### config.mk
export PLATFORM = sky130hd
export DESIGN_NAME = datapath_seq_flat
export DESIGN_NICKNAME = d
export VERILOG_FILES = /design/src/rtl/datapath_seq_pkg.sv /design/src/rtl/datapath_seq_if.sv /design/src/rtl/datapath_seq_counter.sv /design/src/rtl/datapath_seq.sv /design/src/flat_wrapper.sv
export SDC_FILE = /design/constraint.sdc
export NUM_CORES = 1
export LEC_CHECK = 0
export ABC_AREA = 1
export CAP_MARGIN = 20
export CORE_UTILIZATION = 29
export CTS_CLUSTER_SIZE = 12
export DETAILED_ROUTE_END_ITERATION = 12
export PLACE_DENSITY = 0.88
export SYNTH_ARGS = -nofsm -noshare
export SYNTH_HDL_FRONTEND = slang
export SYNTH_SLANG_ARGS = --single-unit
### constraint.sdc
create_clock -name clk -period 1.4 [get_ports clk]
set_input_delay 0.28 -clock clk [delete_from_list [all_inputs] [get_ports clk]]
set_output_delay 0.28 -clock clk [all_outputs]
set_load 0.1 [all_outputs]
### src/rtl/datapath_seq_pkg.sv
// rtl/datapath_seq_pkg.sv - shared types and constants for the datapath sequencer
// Holds the sequencer state enum, the ALU add opcode and the default address width.
package datapath_seq_pkg;

  localparam int DEF_ADDR_W = 6;
  localparam logic [4:0] ALU_ADD = 5'd1;

  typedef enum logic [2:0] {
    IDLE,
    LD_A,
    LD_W,
    EXEC,
    VF_A,
    VF_C,
    FIN
  } state_t;

endpackage

### src/rtl/datapath_seq_if.sv
// rtl/datapath_seq_if.sv - control/datapath bundle between sequencer and datapath
// Carries the start/len/busy/done handshake, the register-file/RAM/ALU controls
// (src, wer, wea, addr1..3, alu_op) and the readback self-check signals
// (rd_data1, ram_dout, mismatch, err_addr).
// master: sequencer side. slave: datapath/host side.
interface datapath_seq_if #(
  parameter int ADDR_W = datapath_seq_pkg::DEF_ADDR_W,
  parameter int DATA_W = 32
) ();

  logic              start;
  logic [ADDR_W-1:0] len;
  logic              src;
  logic              wer;
  logic              wea;
  logic [ADDR_W-1:0] addr1;
  logic [ADDR_W-1:0] addr2;
  logic [ADDR_W-1:0] addr3;
  logic [4:0]        alu_op;
  logic              busy;
  logic              done;
  logic [DATA_W-1:0] rd_data1;
  logic [DATA_W-1:0] ram_dout;
  logic              mismatch;
  logic [ADDR_W-1:0] err_addr;

  modport master (
    input  start, len, rd_data1, ram_dout,
    output src, wer, wea, addr1, addr2, addr3, alu_op, busy, done, mismatch, err_addr
  );

  modport slave (
    output start, len, rd_data1, ram_dout,
    input  src, wer, wea, addr1, addr2, addr3, alu_op, busy, done, mismatch, err_addr
  );

endinterface

### src/rtl/datapath_seq_counter.sv
// rtl/datapath_seq_counter.sv - loadable up-counter with terminal compare
// Ports: clk, rst_n (async active-low), load/load_val (load has priority),
// inc, term (compare value), count, at_term (count == term).
module seq_counter #(
  parameter int W = 6
) (
  input  logic         clk,
  input  logic         rst_n,
  input  logic         load,
  input  logic [W-1:0] load_val,
  input  logic         inc,
  input  logic [W-1:0] term,
  output logic [W-1:0] count,
  output logic         at_term
);

  always_ff @(posedge clk or negedge rst_n) begin
    if (!rst_n) begin
      count <= '0;
    end else if (load) begin
      count <= load_val;
    end else if (inc) begin
      count <= count + W'(1);
    end
  end

  assign at_term = (count == term);

endmodule

### src/rtl/datapath_seq.sv
// rtl/datapath_seq.sv - start/busy/done sequencer for the regfile/ALU/RAM datapath
// Loads seeds RAM[0], RAM[1] into reg0/reg1, then computes
// reg[i] = reg[i-2] op reg[i-1] for i = 2..len-1, writing reg and RAM at i.
// Ports: clk, rst_n (async active-low), bus (datapath_seq_if.master).
// Optional readback self-check compiled in with DATAPATH_SEQ_VERIFY_EN.
module datapath_seq
  import datapath_seq_pkg::*;
#(
  parameter int         ADDR_W = DEF_ADDR_W,
  parameter int         DATA_W = 32,
  parameter logic [4:0] ALU_OP = ALU_ADD
) (
  input logic            clk,
  input logic            rst_n,
  datapath_seq_if.master bus
);

  state_t            state, state_nx;
  logic [ADDR_W-1:0] n_q;
  logic [ADDR_W-1:0] cnt;
  logic [ADDR_W-1:0] cnt_last;
  logic              n_load, cnt_load, cnt_inc, cnt_at_last;

  logic              src, wer, wea, busy, done;
  logic [ADDR_W-1:0] addr1, addr2, addr3;
  logic [4:0]        alu_op;

  always_ff @(posedge clk or negedge rst_n) begin
    if (!rst_n) begin
      n_q <= '0;
    end else if (n_load) begin
      n_q <= bus.len;
    end
  end

  // One counter serves as i during load/compute and as k during readback.
  assign cnt_last = n_q - ADDR_W'(1);

  seq_counter #(.W(ADDR_W)) u_cnt (
    .clk      (clk),
    .rst_n    (rst_n),
    .load     (cnt_load),
    .load_val ('0),
    .inc      (cnt_inc),
    .term     (cnt_last),
    .count    (cnt),
    .at_term  (cnt_at_last)
  );

  always_ff @(posedge clk or negedge rst_n) begin
    if (!rst_n) begin
      state <= IDLE;
    end else begin
      state <= state_nx;
    end
  end

  always_comb begin
    state_nx = state;
    n_load   = 1'b0;
    cnt_load = 1'b0;
    cnt_inc  = 1'b0;
    case (state)
      IDLE: begin
        if (bus.start) begin
          n_load   = 1'b1;
          cnt_load = 1'b1;
          state_nx = LD_A;
        end
      end
      LD_A: state_nx = LD_W;
      LD_W: begin
        cnt_inc = 1'b1;
        if (cnt == '0) begin
          state_nx = LD_A;
        end else if (n_q > ADDR_W'(2)) begin
          state_nx = EXEC;
        end else begin
          state_nx = FIN;
`ifdef DATAPATH_SEQ_VERIFY_EN
          // Short runs still read back whatever of reg0/reg1 is in range.
          if (n_q != '0) begin
            state_nx = VF_A;
            cnt_load = 1'b1;
          end
`endif
        end
      end
      EXEC: begin
        cnt_inc = 1'b1;
        if (cnt_at_last) begin
          state_nx = FIN;
`ifdef DATAPATH_SEQ_VERIFY_EN
          state_nx = VF_A;
          cnt_load = 1'b1;
`endif
        end
      end
`ifdef DATAPATH_SEQ_VERIFY_EN
      VF_A: state_nx = VF_C;
      VF_C: begin
        if (cnt_at_last) begin
          state_nx = FIN;
        end else begin
          cnt_inc  = 1'b1;
          state_nx = VF_A;
        end
      end
`endif
      FIN:     state_nx = IDLE;
      default: state_nx = IDLE;
    endcase
  end

  // Outputs decode only registered state and counter; start never reaches them.
  always_comb begin
    src    = 1'b0;
    wer    = 1'b0;
    wea    = 1'b0;
    addr1  = '0;
    addr2  = '0;
    addr3  = '0;
    alu_op = '0;
    busy   = (state != IDLE);
    done   = 1'b0;
    case (state)
      LD_A: addr3 = cnt;
      LD_W: begin
        addr3 = cnt;
        src   = 1'b1;
        wer   = 1'b1;
      end
      EXEC: begin
        addr1  = cnt - ADDR_W'(2);
        addr2  = cnt - ADDR_W'(1);
        addr3  = cnt;
        wer    = 1'b1;
        wea    = 1'b1;
        alu_op = ALU_OP;
      end
      VF_A, VF_C: begin
        addr1 = cnt;
        addr3 = cnt;
      end
      FIN:     done = 1'b1;
      default: ;
    endcase
  end

  assign bus.src    = src;
  assign bus.wer    = wer;
  assign bus.wea    = wea;
  assign bus.addr1  = addr1;
  assign bus.addr2  = addr2;
  assign bus.addr3  = addr3;
  assign bus.alu_op = alu_op;
  assign bus.busy   = busy;
  assign bus.done   = done;

  logic [DATA_W-1:0] ram_word;
  assign ram_word = bus.ram_dout;

`ifdef DATAPATH_SEQ_VERIFY_EN
  logic              mismatch_q;
  logic [ADDR_W-1:0] err_addr_q;

  // RAM port B data for k is valid in VF_C, one cycle after VF_A applied addrb.
  always_ff @(posedge clk or negedge rst_n) begin
    if (!rst_n) begin
      mismatch_q <= 1'b0;
      err_addr_q <= '0;
    end else if (state == IDLE && bus.start) begin
      mismatch_q <= 1'b0;
      err_addr_q <= '0;
    end else if (state == VF_C && bus.rd_data1 != ram_word) begin
      mismatch_q <= 1'b1;
      if (!mismatch_q) begin
        err_addr_q <= cnt;
      end
    end
  end

  assign bus.mismatch = mismatch_q;
  assign bus.err_addr = err_addr_q;
`else
  logic unused_verify;
  assign unused_verify = ^{bus.rd_data1, ram_word};
  assign bus.mismatch  = 1'b0;
  assign bus.err_addr  = '0;
`endif

endmodule

### src/flat_wrapper.sv
// flat-port wrapper written by rule: the top's interface ports become plain ports
module datapath_seq_flat import datapath_seq_pkg::*;
#(
  parameter int         ADDR_W = DEF_ADDR_W,
  parameter int         DATA_W = 32,
  parameter logic [4:0] ALU_OP = ALU_ADD
)
  (clk, rst_n, bus_start, bus_len, bus_rd_data1, bus_ram_dout, bus_src, bus_wer, bus_wea, bus_addr1, bus_addr2, bus_addr3, bus_alu_op, bus_busy, bus_done, bus_mismatch, bus_err_addr);
  datapath_seq_if #(.ADDR_W(ADDR_W), .DATA_W(DATA_W)) bus_i ();
  input logic clk;
  input logic rst_n;
  input wire logic [$bits(bus_i.start)-1:0] bus_start;
  input wire logic [$bits(bus_i.len)-1:0] bus_len;
  input wire logic [$bits(bus_i.rd_data1)-1:0] bus_rd_data1;
  input wire logic [$bits(bus_i.ram_dout)-1:0] bus_ram_dout;
  output wire logic [$bits(bus_i.src)-1:0] bus_src;
  output wire logic [$bits(bus_i.wer)-1:0] bus_wer;
  output wire logic [$bits(bus_i.wea)-1:0] bus_wea;
  output wire logic [$bits(bus_i.addr1)-1:0] bus_addr1;
  output wire logic [$bits(bus_i.addr2)-1:0] bus_addr2;
  output wire logic [$bits(bus_i.addr3)-1:0] bus_addr3;
  output wire logic [$bits(bus_i.alu_op)-1:0] bus_alu_op;
  output wire logic [$bits(bus_i.busy)-1:0] bus_busy;
  output wire logic [$bits(bus_i.done)-1:0] bus_done;
  output wire logic [$bits(bus_i.mismatch)-1:0] bus_mismatch;
  output wire logic [$bits(bus_i.err_addr)-1:0] bus_err_addr;
  assign bus_i.start = bus_start;
  assign bus_i.len = bus_len;
  assign bus_i.rd_data1 = bus_rd_data1;
  assign bus_i.ram_dout = bus_ram_dout;
  assign bus_src = bus_i.src;
  assign bus_wer = bus_i.wer;
  assign bus_wea = bus_i.wea;
  assign bus_addr1 = bus_i.addr1;
  assign bus_addr2 = bus_i.addr2;
  assign bus_addr3 = bus_i.addr3;
  assign bus_alu_op = bus_i.alu_op;
  assign bus_busy = bus_i.busy;
  assign bus_done = bus_i.done;
  assign bus_mismatch = bus_i.mismatch;
  assign bus_err_addr = bus_i.err_addr;
  datapath_seq #(.ADDR_W(ADDR_W), .DATA_W(DATA_W), .ALU_OP(ALU_OP)) u_core (.clk(clk), .rst_n(rst_n), .bus(bus_i));
endmodule
Yosys cells after proc, flatten, opt, wreduce, memory -nomap -nowiden
Index checks and enable logic that the tools add are counted.
{"block": "word_totals", "reg_bits": 15, "latchBits": 0, "mem_bits_rw": 0, "mem_bits_ro": 0, "inputBits": 73, "output_inout_bits": 35, "wordCells": 42, "mem_count": 0}
{"block": "op_classes", "n_addsub": 4, "n_mul": 0, "div_mod_pow": 0, "n_lt_le_gt_ge": 1, "n_eq_ne": 9, "shift": 0, "muxes": 17, "bitwise": 0, "n_reduce_logical": 8}
{"cell": "6-bit two-way mux", "n": 4}
{"cell": "3-bit two-way mux", "n": 4}
{"cell": "3-bit one-hot mux with 4 select lines", "n": 1}
{"cell": "6-bit one-hot mux with 2 select lines", "n": 1}
{"cell": "6-bit by 1-bit subtractor with 6-bit output (second input constant)", "n": 2}
{"cell": "3-bit equality test (second input constant)", "n": 3}
{"cell": "1-bit two-way mux", "n": 7}
{"cell": "6-bit by 1-bit adder with 6-bit output (second input constant)", "n": 1}
{"cell": "3-bit by 2-bit equality test with 1-bit output (second input constant)", "n": 2}
{"cell": "6-bit equality test", "n": 1}
{"cell": "6-bit by 2-bit > comparator with 1-bit output (second input constant)", "n": 1}
{"cell": "6-bit zero test", "n": 1}
{"cell": "6-bit by 2-bit subtractor with 6-bit output (second input constant)", "n": 1}
{"cell": "5-bit OR reduction", "n": 1}
{"cell": "2-bit OR reduction", "n": 2}
{"cell": "3-bit by 1-bit equality test with 1-bit output (second input constant)", "n": 1}
{"cell": "3-bit zero test", "n": 1}
{"cell": "3-bit nonzero test", "n": 1}
{"cell": "2-bit by 1-bit inequality test with 1-bit output (second input constant)", "n": 1}
{"cell": "2-bit inequality test (second input constant)", "n": 1}
{"cell": "2-bit AND reduction", "n": 1}
{"cell": "2-bit nonzero test", "n": 1}

Longest topological paths before layout
{"block": "logic_depth", "depth_word": 5, "depth_mapped": 12, "depth_no_buf": 12}

Cells and area by module
From an unflattened synthesis, not the netlist that was laid out.
{"block": "unflattened", "hier_cells": 211, "area_unflattened_um2": 1433.9}
{"module": "datapath_seq", "n_inst": 1, "cells_each": 143, "area_per_inst_um2": 963.4, "seq_area_each_um2": 225.2}
{"module": "seq_counter", "n_inst": 1, "cells_each": 68, "area_per_inst_um2": 470.5, "seq_area_each_um2": 150.1}

Least setup slack after synthesis
Ideal clock, no wire load.
{"block": "synth_path", "path_type": "register to output", "start": "register u_core.state[2]", "end": "output bus_addr2[3]", "arrival_time_ns": 3.515, "required_ns": 1.120, "slack_ns": -2.395, "stages_incl_launch_ff": 8, "path_buffers": 0, "path_cell_list": "dfrtp_1 -> inv_1 -> nand2_2 -> inv_2 -> nand2_1 -> inv_1 -> o21ai_0 -> a21oi_1"}
{"block": "synth_via", "elab_chain_cells": 2}
{"element": "from (decl)", "line": "datapath_seq.sv:18", "rtl": "state_t state, state_nx;"}
{"element": "from (signal assigned)", "line": "datapath_seq.sv:54", "rtl": "state <= state_nx;"}
{"element": "3-bit by 2-bit equality test with 1-bit output", "line": "datapath_seq.sv:126", "rtl": "case (state)"}
{"element": "6-bit two-way mux", "line": "datapath_seq.sv:126"}
{"element": "to (decl)", "line": "flat_wrapper.sv:20", "rtl": "output wire logic [$bits(bus_i.addr2)-1:0] bus_addr2;"}
No other way between the ends.

Final worst setup path
{"block": "layout_path", "start": "register u_core.u_cnt.count[2]", "end": "output bus_addr1[4]"}
{"block": "layout_via", "elab_chain_cells": 2}
{"element": "from (decl)", "line": "datapath_seq_counter.sv:13", "rtl": "output logic [W-1:0] count,"}
{"element": "from (signal assigned)", "line": "datapath_seq_counter.sv:21", "rtl": "count <= load_val;"}
{"element": "from (signal assigned)", "line": "datapath_seq_counter.sv:23", "rtl": "count <= count + W'(1);"}
{"element": "6-bit by 2-bit subtractor with 6-bit output", "line": "datapath_seq.sv:134", "rtl": "addr1 = cnt - ADDR_W'(2);"}
{"element": "6-bit one-hot mux with 2 select lines", "line": "datapath_seq.sv:126"}
{"element": "to (decl)", "line": "flat_wrapper.sv:19", "rtl": "output wire logic [$bits(bus_i.addr1)-1:0] bus_addr1;"}
No other way between the ends.

==> qor.yml <==
status:
  violations: "negative setup slack"
  run_status: "finished, violations left"
cts:
  cts_tree: "yes"
  clock_sinks: 15
  clk_latency_ps: 260
  clockRootBuffer: "clkbuf_8"
  clk_path_buf_depth: 2
  cts_buffers: 3
  clk_pin_slew_ps: 80
  holdBufCountCts: 0
  cts_max_level: 1
placement:
  place_congestion: 0.927
  dpl-instance-area_um2: 2370
  post-dp-hpwl_um: 3270
  place_ws_ps: -243
  port_buffers: 32
synthesis:
  yosysSeqAreaShare: 0.291
  avgSynthCellArea_um2: 6.80
  synth.area.top_cells: "dfrtp_1 29%, nand2_1 12%, nor2_1 8.1%, buf_4 7.6%, ha_1 5.8%"
  synthDistinctLibCells: 27
  synth_area_um2: 1290
  ys_ff_latch: 15
  yosys_warnings: 0
  yosysTopAreaCell: "dfrtp_1"
  synth_top_area_frac: 0.291
  synth_cells: 190
critical_path:
  cpMaxStageDelayCell: "dfrtp_1"
  critical_path_arrival_ps: 1620
  path_class: "reg2out"
  r2r-start: "u_core.n_q[1]"
  cp-startpoint: "u_core.u_cnt.count[2]"
  path_delay_family: "flip-flops"
  critical-path-max-stage-delay_ps: 400
  path_cells: "buf_4 -> nor2_4 -> nand2_2 -> a21oi_2 -> o21ai_2 -> o21ai_4 -> buf_12"
  start_kind: "register"
  critPathBufInv: 2
  cp_max_fo: 3
  critical_path_required_ps: 1120
  critPathCaptureType: "primary output"
run:
  drv_cap: 0
grt:
  grt_pass1_vias: 1735
  overflow: 0
  grt_start_max_net_pins: 16
  grtUsageTotal: 0.257
  grt_pass1_wl_um: 8720
  antenna_found_initial: 0
cells_and_area:
  fin_nets: 363
  drive_above_1_share: 0.647
  area.growth.synth_to_final_pct: 135
  antenna_cells: 0
  layout_commonest_cell: "buf_4"
  stdcell_area_um2: 3040
  fin_util: 0.733
  most-common-layout-cells: "35 x buf_4, 27 x nand2_1, 27 x buf_12"
timing:
  fin_crit_sh: 1.36
  finalSetupViolations: 39
  slew_viol_final: 0
  rsz0062_at_grt: "true"
  fmax_mhz: 526
  setup_tns_ps: -11670
  setup_ws_ps: -502
  hold_violations: 0
  fin_crit_ps: 1900
  finClkSkew_ps: 8.89
detailed_routing:
  vias: 1786
  drt-total-wl_um: 6610
  drtIter0Drc: 174
  drc: 0
  wl_per_cell_um: 19.8
  drtAntennaViolNets: 0
  drt-pass1-iter-count: 5
  via_per_inst: 5.36
die:
  die_w_um: 68.7
  die_area_um2: 4720
  rows: 23
  ioPinCount: 108
  die_h_um: 68.7
  coreArea_um2: 4140
  initial_core_util: 0.312
min_path:
  hold_class: "in2async"
[per-stage QoR]
step | hold slack (ps) | std cells
after global routing | 365 | 333
after CTS | 341 | 322
after detailed placement | 535 | 305
after floorplan | -15.6 | 200
after global placement | 526 | 305
final | 328 | 333
[path summary, 6_finish.rpt]
kind	endpoint	slack, ps	cells past startpoint
setup / recovery	bus_addr1[4]	-500	7
hold / removal	u_core.state[2]	330	2
setup reg to reg	u_core.state[2]	-350	12
hold reg to reg	u_core.n_q[3]	620	2
max in group asynchronous	u_core.u_cnt.count[3]	870	2
min in group clk	u_core.n_q[0]	570	3
[cell type report]
type	instances	area (um2)
Clock buffer	4	45.0
Multi-Input combinational cell	147	1280
Fill cell	254	1110
Timing Repair Buffer	94	1150
Sequential cell	15	380
Inverter	23	113
Tap cell	50	62.6
[metal layers]
layer | global-route usage | part of all wire | vias to the layer above
li1 | - | - | 775
met4 | 0.115 | 0.054 | 0
met3 | 0.0477 | 0.059 | 40
met5 | 0 | 0 | -
met1 | 0.283 | 0.35 | 856
met2 | 0.475 | 0.54 | 115
[cells in the mapped netlist]
library cell / count
nand2_1: 41
nor2_1: 28
inv_1: 17
dfrtp_1: 15
buf_4: 13
o21ai_0: 13
nand3_1: 11
a21oi_1: 9
ha_1: 6
inv_2: 6
nor2_2: 4
nor3_1: 4
xnor2_1: 4
nand2_2: 3
a31oi_1: 2
o21ai_1: 2
o22ai_1: 2
a21boi_1: 1
buf_2: 1
buf_6: 1
conb_1: 1
nor2_4: 1
nor4_4: 1
o21a_1: 1
o32ai_2: 1
or2_2: 1
xor2_1: 1
[logic make-up (layout without fill, tap and decap cells)]
group | count (synthesis) | after routing | share of synthesized area
adders and majority gates | 6 | 6 | 0.0581
DFF | 15 | 15 | 0.291
and+or+nand+nor | 94 | 94 | 0.323
buffers and inverters | 38 | 121 | 0.155
xor gates and xnor gates | 5 | 5 | 0.0339
other | 1 | 11 | 0.00290
AOI/OAI and AO/OA | 31 | 31 | 0.137
[timing repair]
item / CTS / global route
cloned: 0 / 1
gates resized for setup: 60 / 50
endpoints found under the setup margin: 30 / 39
pin swaps: 28 / 25
setup buffers: 15 / 14
[sequential cells by signal (all words and copies together), names as in the netlist]
name and flops:
u_core.u_cnt.count 6, u_core.state 3, u_core.n_q 6
Power is not shown: default switching activity piles up to over one toggle a cycle in this logic, so the estimate is an artifact.
